File: src/rtl/prelude_pkg.sv
// Shared types and constants for the prelude core: opcodes, ALU and
// condition codes, FSM states and the special COPY register indices.
package prelude_pkg;

   typedef enum logic [1:0] {
      OP_IMM  = 2'd0,
      OP_ALU  = 2'd1,
      OP_COPY = 2'd2,
      OP_COND = 2'd3
   } opcode_e;

   typedef enum logic [2:0] {
      ALU_OR   = 3'd0,
      ALU_NAND = 3'd1,
      ALU_NOR  = 3'd2,
      ALU_AND  = 3'd3,
      ALU_ADD  = 3'd4,
      ALU_SUB  = 3'd5,
      ALU_XOR  = 3'd6,
      ALU_XNOR = 3'd7
   } alu_op_e;

   typedef enum logic [2:0] {
      CND_NEVER  = 3'd0,
      CND_ZERO   = 3'd1,
      CND_NEG    = 3'd2,
      CND_LE     = 3'd3,
      CND_ALWAYS = 3'd4,
      CND_NZ     = 3'd5,
      CND_GE     = 3'd6,
      CND_GT     = 3'd7
   } cond_e;

   typedef enum logic [1:0] {
      FETCH   = 2'd0,
      EXEC    = 2'd1,
      WAIT_IN = 2'd2
   } state_e;

   localparam logic [2:0] REG_IO   = 3'd6;
   localparam logic [2:0] REG_NULL = 3'd7;
   localparam int         NUM_REGS = 6;

endpackage

File: src/rtl/prelude_alu.sv
// Combinational ALU and branch-condition evaluator for the prelude core.
// The condition input is treated as a signed two's-complement value.
module prelude_alu
   import prelude_pkg::*;
#(
   parameter int DATA_W = 8
) (
   input  logic [DATA_W-1:0] i_a,
   input  logic [DATA_W-1:0] i_b,
   input  logic [2:0]        i_op,
   input  logic [2:0]        i_cond,
   input  logic [DATA_W-1:0] i_test,
   output logic [DATA_W-1:0] o_result,
   output logic              o_cond_true
);

   logic w_zero;
   logic w_neg;

   assign w_zero = (i_test == '0);
   assign w_neg  = i_test[DATA_W-1];

   always_comb begin
      o_result = '0;
      case (alu_op_e'(i_op))
         ALU_OR:   o_result = i_a | i_b;
         ALU_NAND: o_result = ~(i_a & i_b);
         ALU_NOR:  o_result = ~(i_a | i_b);
         ALU_AND:  o_result = i_a & i_b;
         ALU_ADD:  o_result = i_a + i_b;
         ALU_SUB:  o_result = i_a - i_b;
         ALU_XOR:  o_result = i_a ^ i_b;
         ALU_XNOR: o_result = ~(i_a ^ i_b);
         default:  o_result = '0;
      endcase
   end

   always_comb begin
      o_cond_true = 1'b0;
      case (cond_e'(i_cond))
         CND_NEVER:  o_cond_true = 1'b0;
         CND_ZERO:   o_cond_true = w_zero;
         CND_NEG:    o_cond_true = w_neg;
         CND_LE:     o_cond_true = w_neg | w_zero;
         CND_ALWAYS: o_cond_true = 1'b1;
         CND_NZ:     o_cond_true = ~w_zero;
         CND_GE:     o_cond_true = ~w_neg;
         CND_GT:     o_cond_true = ~w_neg & ~w_zero;
         default:    o_cond_true = 1'b0;
      endcase
   end

endmodule

File: src/rtl/prelude_core.sv
// Parametrised prelude CPU core: fetch/exec FSM, pc, ir, r0-r5 and I/O.
// Fetch: imem_req is held with imem_addr stable until imem_valid; input: in_ack pulses in the cycle in_data is taken.
module prelude_core
   import prelude_pkg::*;
#(
   parameter int DATA_W = 8,
   parameter int ADDR_W = 8
) (
   input  logic              clk,
   input  logic              rst_n,
   output logic              imem_req,
   output logic [ADDR_W-1:0] imem_addr,
   input  logic              imem_valid,
   input  logic [7:0]        imem_data,
   input  logic [DATA_W-1:0] in_data,
   input  logic              in_valid,
   output logic              in_ack,
   output logic [DATA_W-1:0] out_data,
   output logic              out_valid,
   output logic [ADDR_W-1:0] pc_dbg,
   output state_e            state_dbg
);

   state_e            r_state;
   logic [ADDR_W-1:0] r_pc;
   logic [7:0]        r_ir;
   logic [DATA_W-1:0] r_regs [NUM_REGS];
   logic              r_imem_req;
   logic              r_out_valid;
   logic [DATA_W-1:0] r_out_data;

   opcode_e           w_op;
   logic [2:0]        w_src;
   logic [2:0]        w_dst;
   logic [DATA_W-1:0] w_src_val;
   logic [DATA_W-1:0] w_alu_res;
   logic              w_cond_true;
   logic              w_io_read;
   logic              w_stall;
   logic              w_commit;
   logic              w_wr_en;
   logic [2:0]        w_wr_idx;
   logic [DATA_W-1:0] w_wr_data;
   logic              w_out_wr;
   logic [ADDR_W-1:0] w_pc_next;

   prelude_alu #(.DATA_W(DATA_W)) u_alu (
      .i_a         (r_regs[1]),
      .i_b         (r_regs[2]),
      .i_op        (r_ir[2:0]),
      .i_cond      (r_ir[2:0]),
      .i_test      (r_regs[3]),
      .o_result    (w_alu_res),
      .o_cond_true (w_cond_true)
   );

   always_comb begin
      w_op  = opcode_e'(r_ir[7:6]);
      w_src = r_ir[5:3];
      w_dst = r_ir[2:0];
      w_src_val = '0;
      case (w_src)
         3'd0:     w_src_val = r_regs[0];
         3'd1:     w_src_val = r_regs[1];
         3'd2:     w_src_val = r_regs[2];
         3'd3:     w_src_val = r_regs[3];
         3'd4:     w_src_val = r_regs[4];
         3'd5:     w_src_val = r_regs[5];
         REG_IO:   w_src_val = in_data;
         REG_NULL: w_src_val = '0;
         default:  w_src_val = '0;
      endcase
      // A COPY from I/O parks in WAIT_IN until data arrives; nothing commits meanwhile.
      w_io_read = (w_op == OP_COPY) && (w_src == REG_IO);
      w_stall   = (r_state == EXEC) && w_io_read && !in_valid;
      w_commit  = ((r_state == EXEC) && !w_stall) || ((r_state == WAIT_IN) && in_valid);
      in_ack    = w_commit && w_io_read;

      w_wr_en   = 1'b0;
      w_wr_idx  = 3'd0;
      w_wr_data = w_src_val;
      w_out_wr  = 1'b0;
      w_pc_next = r_pc + ADDR_W'(1);
      case (w_op)
         OP_IMM: begin
            w_wr_en   = 1'b1;
            w_wr_idx  = 3'd0;
            w_wr_data = DATA_W'(r_ir[5:0]);
         end
         OP_ALU: begin
            w_wr_en   = 1'b1;
            w_wr_idx  = 3'd3;
            w_wr_data = w_alu_res;
         end
         OP_COPY: begin
            w_wr_en   = (w_dst < REG_IO);
            w_wr_idx  = w_dst;
            w_wr_data = w_src_val;
            w_out_wr  = (w_dst == REG_IO);
         end
         OP_COND: begin
            if (w_cond_true) w_pc_next = ADDR_W'(r_regs[0]);
         end
         default: w_wr_en = 1'b0;
      endcase
   end

   always_ff @(posedge clk or negedge rst_n) begin
      if (!rst_n) begin
         r_state     <= FETCH;
         r_pc        <= '0;
         r_ir        <= '0;
         r_imem_req  <= 1'b0;
         r_out_valid <= 1'b0;
         r_out_data  <= '0;
         for (int k = 0; k < NUM_REGS; k++) r_regs[k] <= '0;
      end else begin
         r_out_valid <= 1'b0;
         case (r_state)
            FETCH: begin
               if (!r_imem_req) begin
                  r_imem_req <= 1'b1;
               end else if (imem_valid) begin
                  r_ir       <= imem_data;
                  r_imem_req <= 1'b0;
                  r_state    <= EXEC;
               end
            end
            EXEC:    if (w_stall) r_state <= WAIT_IN;
            WAIT_IN: r_state <= WAIT_IN;
            default: r_state <= FETCH;
         endcase
         // The commit overrides the state update above and reopens the fetch.
         if (w_commit) begin
            r_pc       <= w_pc_next;
            r_state    <= FETCH;
            r_imem_req <= 1'b1;
            for (int k = 0; k < NUM_REGS; k++) begin
               if (w_wr_en && (w_wr_idx == 3'(k))) r_regs[k] <= w_wr_data;
            end
            if (w_out_wr) begin
               r_out_data  <= w_wr_data;
               r_out_valid <= 1'b1;
            end
         end
      end
   end

   assign imem_req  = r_imem_req;
   assign imem_addr = r_pc;
   assign out_data  = r_out_data;
   assign out_valid = r_out_valid;
   assign pc_dbg    = r_pc;
   assign state_dbg = r_state;

endmodule

File: config.mk
export PLATFORM = sky130hd
export DESIGN_NAME = prelude_core
export DESIGN_NICKNAME = d
export VERILOG_FILES = /design/src/rtl/prelude_pkg.sv /design/src/rtl/prelude_alu.sv /design/src/rtl/prelude_core.sv
export SDC_FILE = /design/constraint.sdc
export NUM_CORES = 1
export LEC_CHECK = 0
export ABC_AREA = 1
export BUFFER_PORTS_ARGS = -buffer_cell sky130_fd_sc_hd__buf_2
export CAP_MARGIN = 15
export CORE_MARGIN = 10
export CORE_UTILIZATION = 45
export CTS_CLUSTER_DIAMETER = 100
export DETAILED_ROUTE_END_ITERATION = 7
export PLACE_DENSITY_LB_ADDON = 0.1
export SLEW_MARGIN = 20
export SYNTH_ARGS = -nofsm -noshare
export SYNTH_HDL_FRONTEND = slang
export SYNTH_SLANG_ARGS = --single-unit
File: constraint.sdc
create_clock -name clk -period 5.48 [get_ports clk]
set_input_delay 0.822 -clock clk [delete_from_list [all_inputs] [get_ports clk]]
set_output_delay 0.822 -clock clk [all_outputs]
set_load 0.02 [all_outputs]
Yosys cells after proc, flatten, opt, wreduce, memory -nomap -nowiden
Index checks and enable logic that the tools add are counted.

word-level totals
  output and inout bits = 29
  input bits = 20
  bits in registers = 76
  logic and storage cells = 105

operators by class
  muxes and demuxes = 20
  reductions and logical operators = 32
  bitwise gates (word level) = 10
  add/sub/neg operators = 3
  $lt $le $gt $ge = 1
  equal/unequal tests = 27

operator list
  cell                 count
  $pmux 8 s8           2
  $eq 3x3->1 const B   10
  $not 8->8            3
  $eq 3x2->1 const B   6
  $mux 8               2
  $pmux 8 s2           1
  $reduce_and 2->1     7
  $logic_and 1x1->1    12
  $eq 3x1->1 const B   3
  $logic_not 3->1      3
  $ne 3x3->1 const B   3
  $add 8x1->8 const B  1
  $add 8x8->8          1
  $and 8x8->8          1
  $logic_not 8->1      1
  $mux 2               4
  $or 8x8->8           1
  $pmux 1 s8           1
  $sub 8x8->8          1
  $xor 8x8->8          1
  $mux 1               7
  $eq 2x2->1 const B   3
  $pmux 2 s3           1
  $pmux 3 s2           1
  12 further kinds     17

Depth between registers and ports, before layout
  depth in word-level cells = 9
  depth in mapped cells = 20
  depth with buffers taken out = 20

By module
Synthesis repeated with hierarchy kept, for this count alone.

unflattened totals
  cells, all modules = 810
  area, all modules = 5522.8 µm²

by module, submodules not included
  module        area an instance (µm²)  instances  sequential area each (µm²)  cells an instance
  prelude_core  4256.6                  1          1901.8                      586
  prelude_alu   1266.2                  1          0.0                         224

Worst setup path before layout
Ideal clock, no wire load.

  path type = reg2reg
  start point = register r_regs[24] (netlist name)
  end point = register r_out_data[5] (netlist: out_data[5])
  required time = 5.363 ns
  cell stages (with the launch flop) = 18
  setup slack = 3.007 ns
  data arrival time = 2.356 ns
  path buffers = 0
  library setup time = 0.117 ns
  period minus slack after synthesis = 2.473 ns
  cells stage by stage = dfrtp_1 > inv_1 > ha_1 > inv_1 > nor3_1 > or2_2 > xor2_1 > ha_1 > nand2_1 > or2_2 > nand3_1 > nand2_1 > nand3_1 > nand2_1 > nand2_1 > nand2_1 > nand2_1 > nand2_1

between the ends
  word-level cells in the longest chain between the ends = 3
  elaborated cells between the ends (all ways) = 4
  classes of those cells = 2 x add/sub; 2 x mux

ends and longest elaborated chain
  element                                            line                                  RTL
  start: declaration                                 prelude_core.sv:27                    logic [DATA_W-1:0] r_regs [NUM_REGS];
  start signal: indexed assignment                   prelude_core.sv:139                   if (w_wr_en && (w_wr_idx == 3'(k))) r_regs[k] <= w_wr_data;
  $sub 8x8->8 / $add 8x8->8 (equally long branches)  prelude_alu.sv:31, prelude_alu.sv:30
  $pmux 8 s8 *                                       prelude_alu.sv:25                     case (alu_op_e'(i_op))
  $pmux 8 s2 *                                       prelude_core.sv:84                    case (w_op)
  end signal: assignment                             prelude_core.sv:142                   r_out_data <= w_wr_data;
  end: declaration                                   prelude_core.sv:30                    logic [DATA_W-1:0] r_out_data;

Every way passes the cells marked *; elsewhere a longest branch is shown, timed or not.
A chain may end at the register's enable or synchronous reset.

Worst setup path in the final report
  start point = register r_ir[1]
  end point = register r_regs[4] (netlist name)

between the ends
  word-level cells in the longest chain between the ends = 4
  elaborated cells between the ends (all ways) = 16
  classes of those cells = 1 x order compare; 8 x eq/ne; 4 x mux; 3 x reduce/logical

ends and longest elaborated chain
  element                                          line                                     RTL
  start: declaration                               prelude_core.sv:26                       logic [7:0] r_ir;
  start signal: assignment                         prelude_core.sv:124                      r_ir <= imem_data;
  $lt 3x3->1 / $pmux 3 s2 (equally long branches)  prelude_core.sv:96, prelude_core.sv:84
  $pmux 1 s2 / $eq 3x3->1 (equally long branches)  prelude_core.sv:84, prelude_core.sv:139
  $logic_and 1x1->1                                prelude_core.sv:139
  $reduce_and 2->1 (no line)                       -

Several ways; a longest one is shown, not always the timed one.

==> metrics <==
average wire length per cell after detail routing 16.8 µm; CP max stage delay 0.51 ns; portion of the post-synthesis area used by sequential elements 36.7%; number of antenna-violating nets in the routed design 0; most area-hungry cell type in the Yosys netlist dfrtp_1; Slowest cell on crit path dfrtp_1; end of the worst register-to-register path r_regs[4]; routed wire length 15500 µm; Starting Density 45.7%; first-pass GRT wire length 24800 µm; number of buffers inserted to repair setup after CTS 0; Largest delay share family, worst path simple AND/OR/NAND/NOR gates; count of unique library cells instantiated by Yosys 40; logic gate share of total power 57.4%; final setup violation count 0; setup repair after global routing missed its margin no; met2 track demand over resource 28.7%; number of global-route vias before repair 4588; biggest area contributors in the synthesized netlist dfrtp_1 37%, nand2_1 21%, ha_1 8.0%; Setup crit start kind register; Worst-Skew Late Latency 0.34 ns; H-tree depth 3; area occupied by registers 1900 µm²; die footprint 16200 µm²; worst setup slack for register-to-register paths 2.30 ns; min Tclk post-route 3.18 ns; Reg clk slew, reported paths 0.06 ns; multi-input combinational cell area 2840 µm²; Worst Path Arrival 3.41 ns; share of power burned in registers 26.7%; CP required 5.71 ns; crit-path cells inv_1, nand3_2, inv_1, or2_2, o21ai_0, inv_1, fa_1, inv_1, nand3_1, nand2_1, nand2_1, nand3_1, nand4_1, nand3_1, nand3_1, nand2_1, nand2_1; power density over the cells 660 nW/µm²; met3 GRT Util 4.05%; min-delay worst type reg -> reg; met1 capacity usage during global routing 26.6%; category of the most critical setup path reg -> reg; post-layout worst setup margin 2.30 ns; flops & latches, synth 76; layout filler cell count 1179; fin. max-slew vios 0; slew margin rel. 32.8%; YS warnings 0; worst vdd rail ir drop 0.000334 V; post-synthesis instance total 732; total power consumption of the routed design 3.82 mW; Ports 49; post-synth design cell area 5180 µm²; outcome finished clean; Yosys top cell area share 36.7%; Die Ht 127 µm; P_int 1.83 mW; DIE WIDTH 127 µm; Maximum Capacitance Violations 0; total core area 11300 µm²; share of final-layout standard cells stronger than drive strength 1 12.7%; Crit. Startpoint r_ir[1]; dpl cells 905; count of buffering cells on the critical path with inverters included 4; antenna violations before repair 0; synth-to-layout area growth 11.6%; Detailed Routing Iterations Pass 1 5; Final Cycle Share 58.1%; number of hold violations in the final report 0; Post-Synthesis Net Count 786; number of cells in the finished layout apart from fillers 920; site row count 39; global-route usage over all layers 19.0%; R2R cell count 17; Final TNS setup 0 ns; Sink Count 76; worst-path maximum fanout 8; CP endpoint r_regs[4]; hold path cells 2; number of nets in the finished design 827; NetSw 1.99 mW; leakage power of the design 3.13 nW; Vias 4824; number of diodes 0; fmax 314 MHz; number of hold buffers added after cts 0; endpoint kind of the worst setup timing path register; RePlAce Congestion 0.959; share of power burned in the clock network 15.9%; number of enable flip-flop cells after synthesis 0; starting DRC count in detailed routing 482; layer with the highest usage met2; number of design rule violations left after detail routing 0; startpoint of the most critical register-to-register path r_ir[1]; detailed-route vias per instance 5.24; switching power share of the total 52.0%; largest net degree at the start of global routing 77; total overflow reported by the global router 0; commonest cells after routing, fill and taps aside 293 x nand2_1, 76 x dfrtp_1, 71 x inv_1, 48 x o21ai_0, 47 x buf_2; clock tree from TritonCTS yes; number of resized instances in the post-cts repair step 0; number of buffers created by CTS 9; most common cell after layout, fill and taps aside nand2_1; measured slew at the worst slew-check pin 1.01 ns; fraction of the core area covered by cells at the end of the flow 51.1%; count of port buffers added during placement 48; post-synthesis async set-or-reset flop share 100%; worst-case clock buffer depth 2; minimum setup slack after placement 2.36 ns; maximum clock skew at final layout 0.00830 ns; total stage count of the critical path 17; Clock Tree Root clkbuf_16; Synth Flop Type dfrtp_1; placed wire-length estimate 11800 µm; Mean Syn Cell Area 7.07 µm²
==> metal layers <==
layer	wire length, µm	share of wire [%]	vias to the layer above
met5	0	0	-
met4	231	1.5	0
met3	823	5.3	20
met2	6960	45	125
met1	7470	48	2259
li1	-	-	2420
==> sequential cells by signal (all words and copies together), names as in the netlist <==
register / flops
imem_addr: 8
imem_req: 1
out_data: 8
out_valid: 1
r_ir: 8
r_regs: 48
state_dbg: 2
==> cells by family (layout without fill, tap and decap cells) <==
| family | after synthesis | after routing | synth area share, % |
|---|---|---|---|
| AND/OR/NAND/NOR | 418 | 418 | 34.8 |
| flip-flops | 76 | 76 | 36.7 |
| adder cells (fa/ha/maj) | 34 | 34 | 8.36 |
| AO/OA/AOI/OAI | 94 | 94 | 10.1 |
| buffers and inverters | 101 | 146 | 8.48 |
| XOR/XNOR | 9 | 9 | 1.52 |
==> power groups by stage <==
stage	Sequential, mW	Clock, mW	Combinational (mW)
6_report	1.02	0.605	2.19
5_1_grt	1.05	0.643	2.48
4_1_cts	1.02	0.617	2.20
3_5_place_dp	1.02	0	2.18
3_3_place_gp	1.02	0	2.17
2_1_floorplan	1.01	0	1.59
==> per-stage QoR <==
stage	hold WS, ns	cell area [µm²]
6_report	0.479	5780
5_1_grt	0.498	5780
4_1_cts	0.482	5780
3_5_place_dp	0.461	5480
3_3_place_gp	0.460	5480
2_1_floorplan	0.449	5180
==> synth_stat cells (5+ instances only) <==
library cell / instances
nand2_1: 293
or2_2: 5
ha_1: 33
buf_2: 6
o211ai_1: 5
buf_4: 10
xor2_1: 7
nor2_1: 36
dfrtp_1: 76
o21ai_1: 5
o21ai_0: 48
inv_1: 71
nor3_1: 7
inv_2: 9
nand4_1: 12
nand3_1: 44
nor2_4: 5
a21oi_1: 22
==> how the worst min path moves through the flow <==
stage                 from          end  slack [ns]
6_report        r_regs[40]   r_regs[40]        0.48
5_1_grt         r_regs[20]   r_regs[20]        0.50
4_1_cts        out_data[4]  out_data[4]        0.48
3_5_place_dp   out_data[0]  out_data[0]        0.46
2_1_floorplan   r_regs[20]   r_regs[20]        0.45
3_3_place_gp   out_data[5]  out_data[5]        0.46
==> worst min-delay path: cells and delay by family, from the launching register on <==
family / cells / cell delay [ns]
AND/OR/NAND/NOR: 2 / 0.10
flip-flops: 1 / 0.34
==> area by class of cell <==
type / instances / share of cell area, %
Clock inverter: 5 / 1.06
Tap cell: 143 / 3.10
Sequential cell: 76 / 32.9
Inverter: 83 / 5.52
Multi-Input combinational cell: 555 / 49.1
Timing Repair Buffer: 48 / 4.20
Clock buffer: 10 / 4.13
(Power assumes the default switching activity.)
